===== config.mk =====
export PLATFORM = sky130hd
export DESIGN_NAME = spi_slave_param
export DESIGN_NICKNAME = d
export VERILOG_FILES = /design/src/rtl/spi_slave_param.sv
export SDC_FILE = /design/constraint.sdc
export NUM_CORES = 1
export LEC_CHECK = 0
export CAP_MARGIN = 20
export CORE_MARGIN = 4
export CORE_UTILIZATION = 36
export DETAILED_ROUTE_END_ITERATION = 8
export PLACE_DENSITY_LB_ADDON = 0.08
export SLEW_MARGIN = 40
export SYNTH_ARGS = -nofsm -noshare
export SYNTH_HDL_FRONTEND = slang
export SYNTH_SLANG_ARGS = --single-unit

===== constraint.sdc =====
create_clock -name CTRL_CLK -period 5.2 [get_ports CTRL_CLK]
set_clock_uncertainty 0.2 [all_clocks]
set_input_delay 1.04 -clock CTRL_CLK [delete_from_list [all_inputs] [get_ports CTRL_CLK]]
set_output_delay 1.04 -clock CTRL_CLK [all_outputs]
set_load 0.03 [all_outputs]

===== src/rtl/spi_slave_param.sv =====
// spi_slave_param: oversampled SPI slave for all four CPOL/CPHA modes.
// Word-wide TX holding register, RX output register, sticky error flags.
module spi_slave_param #(
  parameter int DATA_W      = 8,
  parameter int CPOL        = 0,
  parameter int CPHA        = 0,
  parameter int MSB_FIRST   = 1,
  parameter int SYNC_STAGES = 2
) (
  input  logic              CTRL_CLK,
  input  logic              NRST,
  input  logic              CS,
  input  logic              SCLK,
  input  logic              SDI,
  output logic              SDO,
  input  logic [DATA_W-1:0] TX_DATA,
  input  logic              TX_VALID,
  output logic              TX_READY,
  output logic [DATA_W-1:0] RX_DATA,
  output logic              RX_VALID,
  input  logic              RX_READY,
  output logic              BUSY,
  output logic              OVERRUN,
  output logic              UNDERRUN
);
  localparam int   CW  = $clog2(DATA_W + 1);
  localparam logic POL = (CPOL != 0);
  localparam logic PHA = (CPHA != 0);
  localparam logic MSB = (MSB_FIRST != 0);

  typedef enum logic [1:0] {IDLE, LOAD, SHIFT} state_t;

  logic [SYNC_STAGES-1:0] cs_sync_q;
  logic [SYNC_STAGES-1:0] sclk_sync_q;
  logic [SYNC_STAGES-1:0] sdi_sync_q;
  logic                   cs_prev_q;
  logic                   sclk_prev_q;
  logic                   cs_s;
  logic                   sclk_s;
  logic                   sdi_s;

  state_t            state_q;
  logic [DATA_W-1:0] hold_q;
  logic              hold_full_q;
  logic [DATA_W-1:0] tx_sr_q;
  logic [DATA_W-1:0] rx_sr_q;
  logic [DATA_W-1:0] rx_sr_d;
  logic [DATA_W-1:0] rx_data_q;
  logic              rx_valid_q;
  logic              sdo_q;
  logic [CW-1:0]     cnt_q;
  logic              pend_q;
  logic              uflag_q;
  logic              ovr_q;
  logic              und_q;

  logic              sclk_rise;
  logic              sclk_fall;
  logic              lead;
  logic              trail;
  logic              samp;
  logic              shft;
  logic              cs_fall;
  logic              last_bit;
  logic [DATA_W-1:0] load_word;
  logic [DATA_W-1:0] shift_src;

  function automatic logic first_bit(input logic [DATA_W-1:0] w);
    first_bit = MSB ? w[DATA_W-1] : w[0];
  endfunction

  function automatic logic [DATA_W-1:0] drop_bit(input logic [DATA_W-1:0] w);
    drop_bit = MSB ? (w << 1) : (w >> 1);
  endfunction

  always_ff @(posedge CTRL_CLK) begin
    if (!NRST) begin
      cs_sync_q   <= '1;
      sclk_sync_q <= {SYNC_STAGES{POL}};
      sdi_sync_q  <= '0;
      cs_prev_q   <= 1'b1;
      sclk_prev_q <= POL;
    end else begin
      cs_sync_q   <= {cs_sync_q[SYNC_STAGES-2:0], CS};
      sclk_sync_q <= {sclk_sync_q[SYNC_STAGES-2:0], SCLK};
      sdi_sync_q  <= {sdi_sync_q[SYNC_STAGES-2:0], SDI};
      cs_prev_q   <= cs_s;
      sclk_prev_q <= sclk_s;
    end
  end

  assign cs_s      = cs_sync_q[SYNC_STAGES-1];
  assign sclk_s    = sclk_sync_q[SYNC_STAGES-1];
  assign sdi_s     = sdi_sync_q[SYNC_STAGES-1];
  assign sclk_rise = sclk_s & ~sclk_prev_q;
  assign sclk_fall = ~sclk_s & sclk_prev_q;
  assign lead      = POL ? sclk_fall : sclk_rise;
  assign trail     = POL ? sclk_rise : sclk_fall;
  assign samp      = PHA ? trail : lead;
  assign shft      = PHA ? lead : trail;
  assign cs_fall   = ~cs_s & cs_prev_q;
  assign last_bit  = (cnt_q == CW'(DATA_W - 1));
  assign load_word = hold_full_q ? hold_q : '0;
  // CPHA=0 reloads on the shift edge that follows a completed word
  assign shift_src = pend_q ? load_word : tx_sr_q;
  assign rx_sr_d   = MSB ? {rx_sr_q[DATA_W-2:0], sdi_s}
                         : {sdi_s, rx_sr_q[DATA_W-1:1]};

  always_ff @(posedge CTRL_CLK) begin
    if (!NRST) begin
      state_q     <= IDLE;
      hold_q      <= '0;
      hold_full_q <= 1'b0;
      tx_sr_q     <= '0;
      rx_sr_q     <= '0;
      rx_data_q   <= '0;
      rx_valid_q  <= 1'b0;
      sdo_q       <= 1'b0;
      cnt_q       <= '0;
      pend_q      <= 1'b0;
      uflag_q     <= 1'b0;
      ovr_q       <= 1'b0;
      und_q       <= 1'b0;
    end else begin
      if (TX_VALID && !hold_full_q) begin
        hold_q      <= TX_DATA;
        hold_full_q <= 1'b1;
      end
      if (rx_valid_q && RX_READY) rx_valid_q <= 1'b0;
      unique case (state_q)
        IDLE: begin
          sdo_q   <= 1'b0;
          cnt_q   <= '0;
          pend_q  <= 1'b0;
          uflag_q <= 1'b0;
          if (cs_fall) state_q <= LOAD;
        end
        LOAD: begin
          if (cs_s) begin
            state_q <= IDLE;
          end else begin
            tx_sr_q <= PHA ? load_word : drop_bit(load_word);
            if (!PHA) sdo_q <= first_bit(load_word);
            if (hold_full_q) hold_full_q <= 1'b0;
            else             und_q       <= 1'b1;
            state_q <= SHIFT;
          end
        end
        SHIFT: begin
          if (cs_s) begin
            state_q <= IDLE;
            sdo_q   <= 1'b0;
            cnt_q   <= '0;
            pend_q  <= 1'b0;
            uflag_q <= 1'b0;
          end else begin
            if (samp) begin
              rx_sr_q <= rx_sr_d;
              // an empty reload only counts once the next word really starts
              if (uflag_q) begin
                und_q   <= 1'b1;
                uflag_q <= 1'b0;
              end
              if (last_bit) begin
                cnt_q      <= '0;
                rx_data_q  <= rx_sr_d;
                rx_valid_q <= 1'b1;
                if (rx_valid_q && !RX_READY) ovr_q <= 1'b1;
                if (PHA) begin
                  tx_sr_q <= load_word;
                  if (hold_full_q) hold_full_q <= 1'b0;
                  else             uflag_q     <= 1'b1;
                end else begin
                  pend_q <= 1'b1;
                end
              end else begin
                cnt_q <= cnt_q + CW'(1);
              end
            end
            if (shft) begin
              sdo_q   <= first_bit(shift_src);
              tx_sr_q <= drop_bit(shift_src);
              if (pend_q) begin
                pend_q <= 1'b0;
                if (hold_full_q) hold_full_q <= 1'b0;
                else             uflag_q     <= 1'b1;
              end
            end
          end
        end
        default: state_q <= IDLE;
      endcase
    end
  end

  assign SDO      = sdo_q;
  assign TX_READY = ~hold_full_q;
  assign RX_DATA  = rx_data_q;
  assign RX_VALID = rx_valid_q;
  assign BUSY     = (state_q != IDLE);
  assign OVERRUN  = ovr_q;
  assign UNDERRUN = und_q;
endmodule

# == Word level (Yosys, flattened, before mapping) ==
# Index checks and enable logic that the tools add are counted.
# totals
ff_bits,52
inputBits,15
out_inout_bits,14
word_cells,105
# classes
addsub,1
eq_ne,13
muxes,48
n_bitwise,7
n_reduce_logical,18
# op_table
op,n
2-to-1 mux 8 bit,5
2-to-1 mux 1 bit,29
!= test 2 bit (second input constant),8
case mux 8 bit (2 select lines),1
2-to-1 mux 4 bit,3
case mux 1 bit (2 select lines),4
case mux 4 bit (2 select lines),1
AND reduction 4 bit,2
2-to-1 mux 2 bit,3
!= test 3 bit (second input constant),2
case mux 2 bit (3 select lines),1
AND reduction 3 bit,2
AND reduction 6 bit,1
nonzero test 2 bit,3
AND reduction 5 bit,1
adder 4 x 1 -> 4 bit (second input constant),1
== test 4 x 3 -> 1 bit (second input constant),1
NOT 1 bit,4
AND reduction 2 bit,2
bitwise AND 1 bit,3
logical AND 1 bit,3
case mux 1 bit (3 select lines),1
nonzero test 3 bit,1
== test 2 x 1 -> 1 bit (second input constant),1
3 further kinds,4

# == Logic depth before layout (Yosys ltp) ==
# Gate-level depths: netlist (run 1).
# logic_depth
word_depth,8
ltp_mapped,9
ltp_nobuf,6

# == Least setup slack after synthesis (run 1) ==
# OpenSTA, ideal clock, no wires.
# synth_path
path_kind,register to output
start,register state_q[0]
end,output BUSY
arrival_ns,0.874
required_time_ns,3.960
slack_ns,3.086
path_stages_with_launch,4
n_path_buf,0
cell_sequence,dfxtp_1 -> inv_1 -> ha_1 -> inv_1
# synth_between
elab_chain_len,1
# synth_lines
element,line_no,source
"start, declared",42,state_t state_q;
"start signal, assigned",111,state_q <= IDLE;
"start signal, assigned",136,if (cs_fall) state_q <= LOAD;
"start signal, assigned",140,state_q <= IDLE;
nonzero test 2 bit,200,assign BUSY = (state_q != IDLE);
"end, declared",22,"output logic BUSY,"
# No other way between the ends.

# == Worst setup path in the final report (run 1) ==
# Ends and elaborated chain as after synthesis.

==> results.yml, run 1 <==
outcome:
  status: "finished clean"
critical_path:
  path_max_fanout: 6
  r2r_cells: 6
  worstReg2RegEnd: "RX_DATA[3]$_SDFFE_PN0P_"
  cp.arrival_ns: 1.82
  cp-start-kind: "flip-flop"
  critPathRequiredTime_ns: 3.96
  end_kind: "output pin"
  r2r-start: "state_q[0]$_SDFFE_PN0P_"
  r2r_setup_slack_ns: 2.91
  critPathKind: "reg2out"
global_routing:
  grt_first_pass_wirelength_um: 7127
  antenna_found_initial: 0
  grt_usage_pct: 12.06
  grt_max_degree: 33
  overflow: 0
  grt_pass1_vias: 1466
power_and_ir_drop:
  leakage_nw: 0.9719
  cellPowerDensity_nw_per_um2: 264.4
  peakVddDrop_mv: 0.1263
min_path:
  holdCritStartpoint: "cs_sync_q[0]$_SDFF_PN1_"
  min_path_cells: 1
  hold_class: "reg2reg"
  hold_end: "cs_sync_q[1]$_SDFF_PN1_"
layout:
  fin_util_pct: 43.82
  nNetsFinal: 268
  layout_commonest_cell: "dfxtp_1"
  final_layout_size_suffix_gt1_share_pct: 7.631
  area_growth_pct: 17.85
  layout_common_cells: "51 x dfxtp_1, 28 x clkdlybuf4s50_1, 22 x nor2b_1"
  diodes: 0
sta:
  holdWs_ns: 0.2124
  setup_viol: 0
  relSlewSlack_pct: 59.12
  rsz0062_at_grt: "no"
  fin_tns_setup_ns: 0
  tightest_slew_ns: 0.6113
  period_share_pct: 58.84
  fmax_mhz: 326.8
  drv_slew: 0
  fin_crit_ns: 3.060
  finalHoldViolations: 0
synthesis:
  syn-num-nets: 244
  synth_xor_area_share_pct: 0.7910
  synth_edf_count: 0
  muxShareOfSynthArea_pct: 7.232
  ys_ff_latch: 51
  synth-simple-area-share_pct: 20.40
  synth_top_family_by_area: "simple AND/OR/NAND/NOR gates"
  syn_area_um2: 2215
  avgSynthCellArea_um2: 9.887
  yosys_warnings: 0
  syn_inst: 224
  synthAdderAreaFrac_pct: 2.825
  ys_async_sr_fraction_pct: 0
  synth_top_flop_cell: "dfxtp_1"
  yosys.cell_types.count: 39
  synth_compound_area_share_pct: 17.46
  yosysSeqAreaShare_pct: 46.10
floorplanning:
  die_h_um: 86.43
  initial_core_util_pct: 37.18
  ioPinCount: 29
  num_rows: 28
  fp.coreArea_um2: 5956
  die_x_um: 86.43
  dieArea_um2: 7470
place:
  io_buffer_count: 28
  hpwlAfterDp_um: 2843
  gp_congestion: 0.6934
cts:
  cts_inserted_buffers: 5
  cts.sinks: 51
  clkTransAtPathRegs_ns: 0.09
  htree_levels: 2
  cts_hold_buf: 0
  tritoncts: "yes"
  postCtsSetupRepairBufs: 0
  cts-root-buf: "clkbuf_8"
  clock_path_buffers: 2
  clock_latency_ns: 0.30
  cts_resized: 0
flow_run:
  maxCapViolCount: 0
routing:
  dr.pass1.iters: 4
  vias: 1548
  drt-total-wl_um: 4116
  wl_per_cell_um: 12.70
  antenna_left: 0
  drtIter0Drc: 62
  vias_per_cell: 4.778
  drc: 0
[cell usage after synthesis (all sizes together), types with 2 or more instances]
cell,n,share of area [%]
nand2,17,2.9
o211ai,7,3.3
nand3,9,2.0
xnor2,2,0.79
mux2i,16,7.2
o211a,6,2.7
o21ai,5,1.1
a21boi,10,3.4
a21oi,5,1.1
inv,10,1.7
clkbuf,6,1.0
dfxtp,51,46
a211oi,3,1.0
buf,6,2.5
nand2b,8,2.3
nor2,10,2.4
nor2b,24,7.1
ha,5,2.8
and2,6,1.7
a32oi,2,0.79
o21a,2,0.68
[metal layers]
layer	GRT usage [%]	wire, um
met1	17.05	2128
met2	17.66	1794
met3	3.517	141
met4	3.824	51
met5	0	0
[worst max-delay path, cell delays in order, from the launching register on]
cell and delay (ns):
dfxtp_1 0.41, inv_1 0.08, ha_1 0.27, inv_1 0.09, clkdlybuf4s50_1 0.67
[power by group]
part | switching [mW] | total, mW | internal (mW)
Sequential | 0.00847 | 0.408 | 0.399
Combinational | 0.0238 | 0.0517 | 0.0279
Clock | 0.137 | 0.231 | 0.0940
Total | 0.169 | 0.690 | 0.521
[how the worst max path moves through the flow]
stage                                        from                endpoint  slack (ns)  depth (start not counted)
after floorplan           state_q[0]$_SDFFE_PN0P_                    BUSY        3.09                          3
after global placement                   TX_VALID  hold_q[5]$_SDFFE_PN0P_        2.34                          4
after detailed placement                     NRST   cnt_q[0]$_SDFFE_PN0P_        2.29                          4
after CTS                 state_q[0]$_SDFFE_PN0P_                    BUSY        2.12                          4
after global routing      state_q[0]$_SDFFE_PN0P_                    BUSY        2.03                          4
final                     state_q[0]$_SDFFE_PN0P_                    BUSY        2.14                          4
[registers in the layout, summed over array words and instances (netlist names)]
signal       count
RX_DATA          8
hold_q           8
rx_sr_q          7
tx_sr_q          7
cnt_q            4
cs_sync_q        2
sclk_sync_q      2
sdi_sync_q       2
state_q          2
OVERRUN          1
RX_VALID         1
SDO              1
UNDERRUN         1
cs_prev_q        1
hold_full_q      1
pend_q           1
sclk_prev_q      1
uflag_q          1
[area by class of cell]
cell class | count | area, um^2
well taps | 75 | 93.84
clock buffers | 5 | 68.82
repair buffers | 29 | 287.8
fillers | 608 | 3346
multi-input cells | 151 | 1081
inverters | 10 | 37.54
flip-flops and latches | 51 | 1021
clock inverters | 3 | 20.02
[per-stage QoR]
| stage | instance area (um^2) | setup slack [ns] | total power [mW] | std cells |
|---|---|---|---|---|
| 6_report | 2610 | 2.140 | 0.6901 | 324 |
| 5_1_grt | 2610 | 2.026 | 0.7242 | 324 |
| 4_1_cts | 2610 | 2.122 | 0.7025 | 324 |
| 3_5_place_dp | 2521 | 2.286 | 0.4694 | 316 |
| 3_3_place_gp | 2519 | 2.338 | 0.4692 | 316 |
| 2_1_floorplan | 2215 | 3.086 | 0.4482 | 224 |
[cell families (layout without fill, tap and decap cells)]
family	after synthesis	in the layout
buf+inv	22	47
mux	16	16
xor+xnor	2	2
fa+ha+maj	5	5
simple gates	80	80
flops	51	51
compound gates	48	48
Note: power is estimated with default switching activity, not from simulation.
==> run 2, diff against run 1 <==
- clock period: 5.2 -> 3.2 ns (I/O delays scaled with it)
==> results.yml, run 2 (synthesis gave the netlist of run 1 again) <==
critical_path:
  r2r-start: "state_q[0]$_SDFFE_PN0P_"
  critPathRequiredTime_ns: 2.36
  critPathKind: "reg2out"
  end_kind: "output pin"
  path_max_fanout: 6
  cp.arrival_ns: 1.81
  cp-start-kind: "flip-flop"
  crit_start: "state_q[0]$_SDFFE_PN0P_"
routing:
  dr.pass1.iters: 4
  vias: 1595
  drt-total-wl_um: 4269
  wl_per_cell_um: 13.10
  antenna_left: 0
  vias_per_cell: 4.893
  drc: 0
  drtIter0Drc: 45
layout:
  layout_commonest_cell: "dfxtp_1"
  nNetsFinal: 270
  fin_area_um2: 2651
  diodes: 0
  final_layout_size_suffix_gt1_share_pct: 7.968
  fillers: 595
  area_growth_pct: 19.72
  layout_common_cells: "51 x dfxtp_1, 28 x clkdlybuf4s50_1, 23 x nor2b_1"
sta:
  period_share_pct: 82.89
  finalHoldViolations: 0
  relSlewSlack_pct: 62.63
  fin_crit_ns: 2.652
  fmax_mhz: 377.0
  setup_viol: 0
  drv_slew: 0
  fin_tns_setup_ns: 0
  tightest_slew_ns: 0.5605
  rsz0062_at_grt: "no"
floorplanning:
  die_h_um: 86.43
  fp.coreArea_um2: 5956
  initial_core_util_pct: 37.18
  die_x_um: 86.43
  ioPinCount: 29
  dieArea_um2: 7470
  num_rows: 28
global_routing:
  grt_pass1_vias: 1536
  antenna_found_initial: 0
  grtUsageMet2_pct: 18.92
  grt_usage_pct: 12.07
  grt-busiest-layer: "met2"
  gr-usage-met3_pct: 3.422
  grt_max_degree: 28
  grtUsageMet1_pct: 15.83
  overflow: 0
  grt_first_pass_wirelength_um: 7300
cts:
  cts_inserted_buffers: 5
  tritoncts: "yes"
  clock_latency_ns: 0.29
  cts_resized: 0
  htree_levels: 2
  cts-root-buf: "clkbuf_8"
  cts.sinks: 51
  postCtsSetupRepairBufs: 0
  cts_hold_buf: 0
  clock_path_buffers: 2
  clkTransAtPathRegs_ns: 0.09
power_and_ir_drop:
  leakage_nw: 1.002
  cellPowerDensity_nw_per_um2: 455.9
  peakVddDrop_mv: 0.2295
place:
  hpwlAfterDp_um: 3004
  gp_congestion: 0.8029
  io_buffer_count: 28
  post_dp_cell_area_um2: 2534
min_path:
  hold_class: "reg2reg"
  holdCritStartpoint: "cs_sync_q[0]$_SDFF_PN1_"
outcome:
  status: "finished clean"
flow_run:
  maxCapViolCount: 0
[run 2: through the flow]
stage / setup WS (ns) / power, mW / hold WS, ns / utilization (%) / cells
after floorplan: 1.364 / 0.7283 / 0.1863 / - / 224
after global placement: 0.9106 / 0.7655 / 0.1890 / 42.54 / 318
after detailed placement: 0.8957 / 0.7652 / 0.1925 / 42.54 / 318
after CTS: 0.5460 / 1.234 / 0.2161 / 44.52 / 326
after global routing: 0.4461 / 1.268 / 0.2337 / 44.52 / 326
final: 0.5476 / 1.209 / 0.2132 / 44.52 / 326
[run 2: where the power goes]
group | internal (mW) | total (mW) | leakage (nW) | switching, mW
Sequential | 0.649 | 0.662 | 0.414 | 0.0133
Clock | 0.253 | 0.459 | 0.0612 | 0.206
Combinational | 0.0470 | 0.0874 | 0.526 | 0.0403
[run 2: worst paths after layout]
kind / to / slack [ns] / cells after the start
hold reg to reg: cs_sync_q[1]$_SDFF_PN1_ / 0.21 / 1
setup reg to reg: RX_DATA[0]$_SDFFE_PN0P_ / 0.92 / 6
hold / removal: cs_sync_q[1]$_SDFF_PN1_ / 0.21 / 1
setup / recovery: BUSY / 0.55 / 4
[run 2: area by class of cell]
type                    count  area (um^2)  share of cell area (%)
clock inverters             2        35.03                   1.321
repair buffers             31        302.8                   11.42
clock buffers               6        82.58                   3.115
multi-input cells         151         1079                   40.68
well taps                  75        93.84                   3.539
flip-flops and latches     51         1021                   38.51
inverters                  10        37.54                   1.416
[run 2: worst max-delay path, cell delays in order, from the launching register on]
cell,delay (ns)
dfxtp_1,0.39
inv_1,0.08
ha_1,0.27
inv_1,0.10
clkdlybuf4s50_1,0.67
[run 2: metal layers]
metal / up-vias / wire length (um)
met5: - / 0
met4: 0 / 58
met3: 7 / 183
met2: 28 / 1931
met1: 741 / 2096
li1: 819 / -
==> run 3, diff against run 2 <==
- clock period: 3.2 -> 2.3 ns (I/O delays scaled with it)
==> results.yml, run 3 (synthesis gave the netlist of run 1 again) <==
cts:
  cts-root-buf: "clkbuf_8"
  tritoncts: "yes"
  postCtsSetupRepairBufs: 0
  cts.sinks: 51
  clkTransAtPathRegs_ns: 0.09
  htree_levels: 2
  clock_path_buffers: 2
  clock_latency_ns: 0.30
  cts_resized: 1
  cts_hold_buf: 0
  cts_inserted_buffers: 5
critical_path:
  critPathRequiredTime_ns: 1.64
  path_max_fanout: 6
  critPathKind: "reg2out"
  path_cells: "inv_1 > ha_1 > inv_1 > dlygate4sd2_1"
  slowest_stage: "dlygate4sd2_1"
  critPathMaxStageDelay_ns: 0.40
  end_kind: "output pin"
  cp.arrival_ns: 1.51
  crit_path_frequent_cell: "inv_1"
  cp-start-kind: "flip-flop"
power_and_ir_drop:
  switching_share_pct: 23.52
  p_comb_share_pct: 8.4
  power_frac_seq_pct: 59.1
  leakage_nw: 0.9948
  power.switching_mw: 0.3639
  power_frac_clock_pct: 32.5
  cellPowerDensity_nw_per_um2: 586.7
  power.total_mw: 1.547
  peakVddDrop_mv: 0.3311
  intPower_mw: 1.183
global_routing:
  grt_first_pass_wirelength_um: 7093
  antenna_found_initial: 0
  grt_usage_pct: 11.99
  overflow: 0
  grt_max_degree: 50
  grt_pass1_vias: 1507
sta:
  finalWorstSetupSlack_ns: 0.1284
  rsz0062_at_grt: "no"
  relSlewSlack_pct: 61.48
  drv_slew: 0
  tightest_slew_ns: 0.5778
  fin_tns_setup_ns: 0
  period_share_pct: 94.42
  setup_viol: 0
  finalHoldViolations: 0
  fmax_mhz: 460.5
  fin_crit_ns: 2.172
floorplanning:
  num_rows: 28
  die_h_um: 86.43
  die_x_um: 86.43
  dieArea_um2: 7470
  ioPinCount: 29
  fp.coreArea_um2: 5956
  initial_core_util_pct: 37.18
routing:
  vias: 1573
  drtIter0Drc: 60
  drt-total-wl_um: 4113
  dr.pass1.iters: 4
  wl_per_cell_um: 12.58
  antenna_left: 0
  vias_per_cell: 4.810
  drc: 0
layout:
  diodes: 0
  nNetsFinal: 271
  area_growth_pct: 19.10
  layout_commonest_cell: "dfxtp_1"
  final_cells: 327
  fillers: 615
  final_layout_size_suffix_gt1_share_pct: 7.937
  layout_common_cells: "51 x dfxtp_1, 27 x clkdlybuf4s50_1, 23 x nor2b_1"
min_path:
  hold_class: "reg2reg"
flow_run:
  maxCapViolCount: 0
place:
  io_buffer_count: 28
  preCtsSetupSlack_ns: 0.1904
  hpwlAfterDp_um: 2790
  gp_congestion: 0.7562
  dp_cells: 319
outcome:
  status: "finished clean"
-- run 3: changes by cell type in the layout (fill, tap and decap cells not counted) --
cell,before,now
bufinv_16,1,0
dlygate4sd2_1,0,1
clkbuf_8,6,5
clkinvlp_4,0,1
clkbuf_1,0,1
clkdlybuf4s50_1,28,27
buf_12,0,1
-- run 3: power groups by stage --
stage	logic, mW	clock network [mW]	registers [mW]
2_1_floorplan	0.0800	0	0.933
5_1_grt	0.144	0.564	0.918
4_1_cts	0.132	0.530	0.916
6_report	0.130	0.502	0.915
3_3_place_gp	0.133	0	0.937
3_5_place_dp	0.133	0	0.936
-- run 3: worst max-delay path, delay by kind of cell (launching register included) --
kind	cells	cell delay, ns
flops	1	0.38
buf+inv	3	0.57
fa+ha+maj	1	0.27
-- run 3: layout make-up --
cell class / instances / area (um^2) / area share (%)
Sequential cell: 51 / 1021 / 38.71
Inverter: 10 / 37.54 / 1.423
Clock inverter: 2 / 12.51 / 0.4744
Clock buffer: 6 / 72.57 / 2.751
Timing Repair Buffer: 32 / 321.6 / 12.19
Tap cell: 75 / 93.84 / 3.558
Multi-Input combinational cell: 151 / 1079 / 40.89
-- run 3: path summary, 6_finish.rpt --
check,slack [ns],start,depth (start not counted),end
min,0.22,cs_sync_q[0]$_SDFF_PN1_,1,cs_sync_q[1]$_SDFF_PN1_
max,0.13,state_q[0]$_SDFFE_PN0P_,4,BUSY
max reg2reg,0.30,state_q[0]$_SDFFE_PN0P_,6,cnt_q[3]$_SDFFE_PN0P_
min reg2reg,0.22,cs_sync_q[0]$_SDFF_PN1_,1,cs_sync_q[1]$_SDFF_PN1_
-- run 3: routing by layer --
| layer | routed length [um] | GRT usage [%] | vias up |
|---|---|---|---|
| li1 | - | - | 823 |
| met1 | 2027 | 15.50 | 725 |
| met2 | 1859 | 19.12 | 20 |
| met3 | 173 | 3.422 | 5 |
| met4 | 52 | 4.249 | 0 |
| met5 | 0 | 0 | - |
-- run 3: metrics by stage --
stage	utilization, %	hold slack, ns	cell area, um^2
2_1_floorplan	-	0.1863	2215
3_3_place_gp	42.88	0.1940	2554
5_1_grt	44.29	0.2590	2638
6_report	44.29	0.2177	2638
4_1_cts	44.29	0.2236	2638
3_5_place_dp	42.88	0.2008	2554
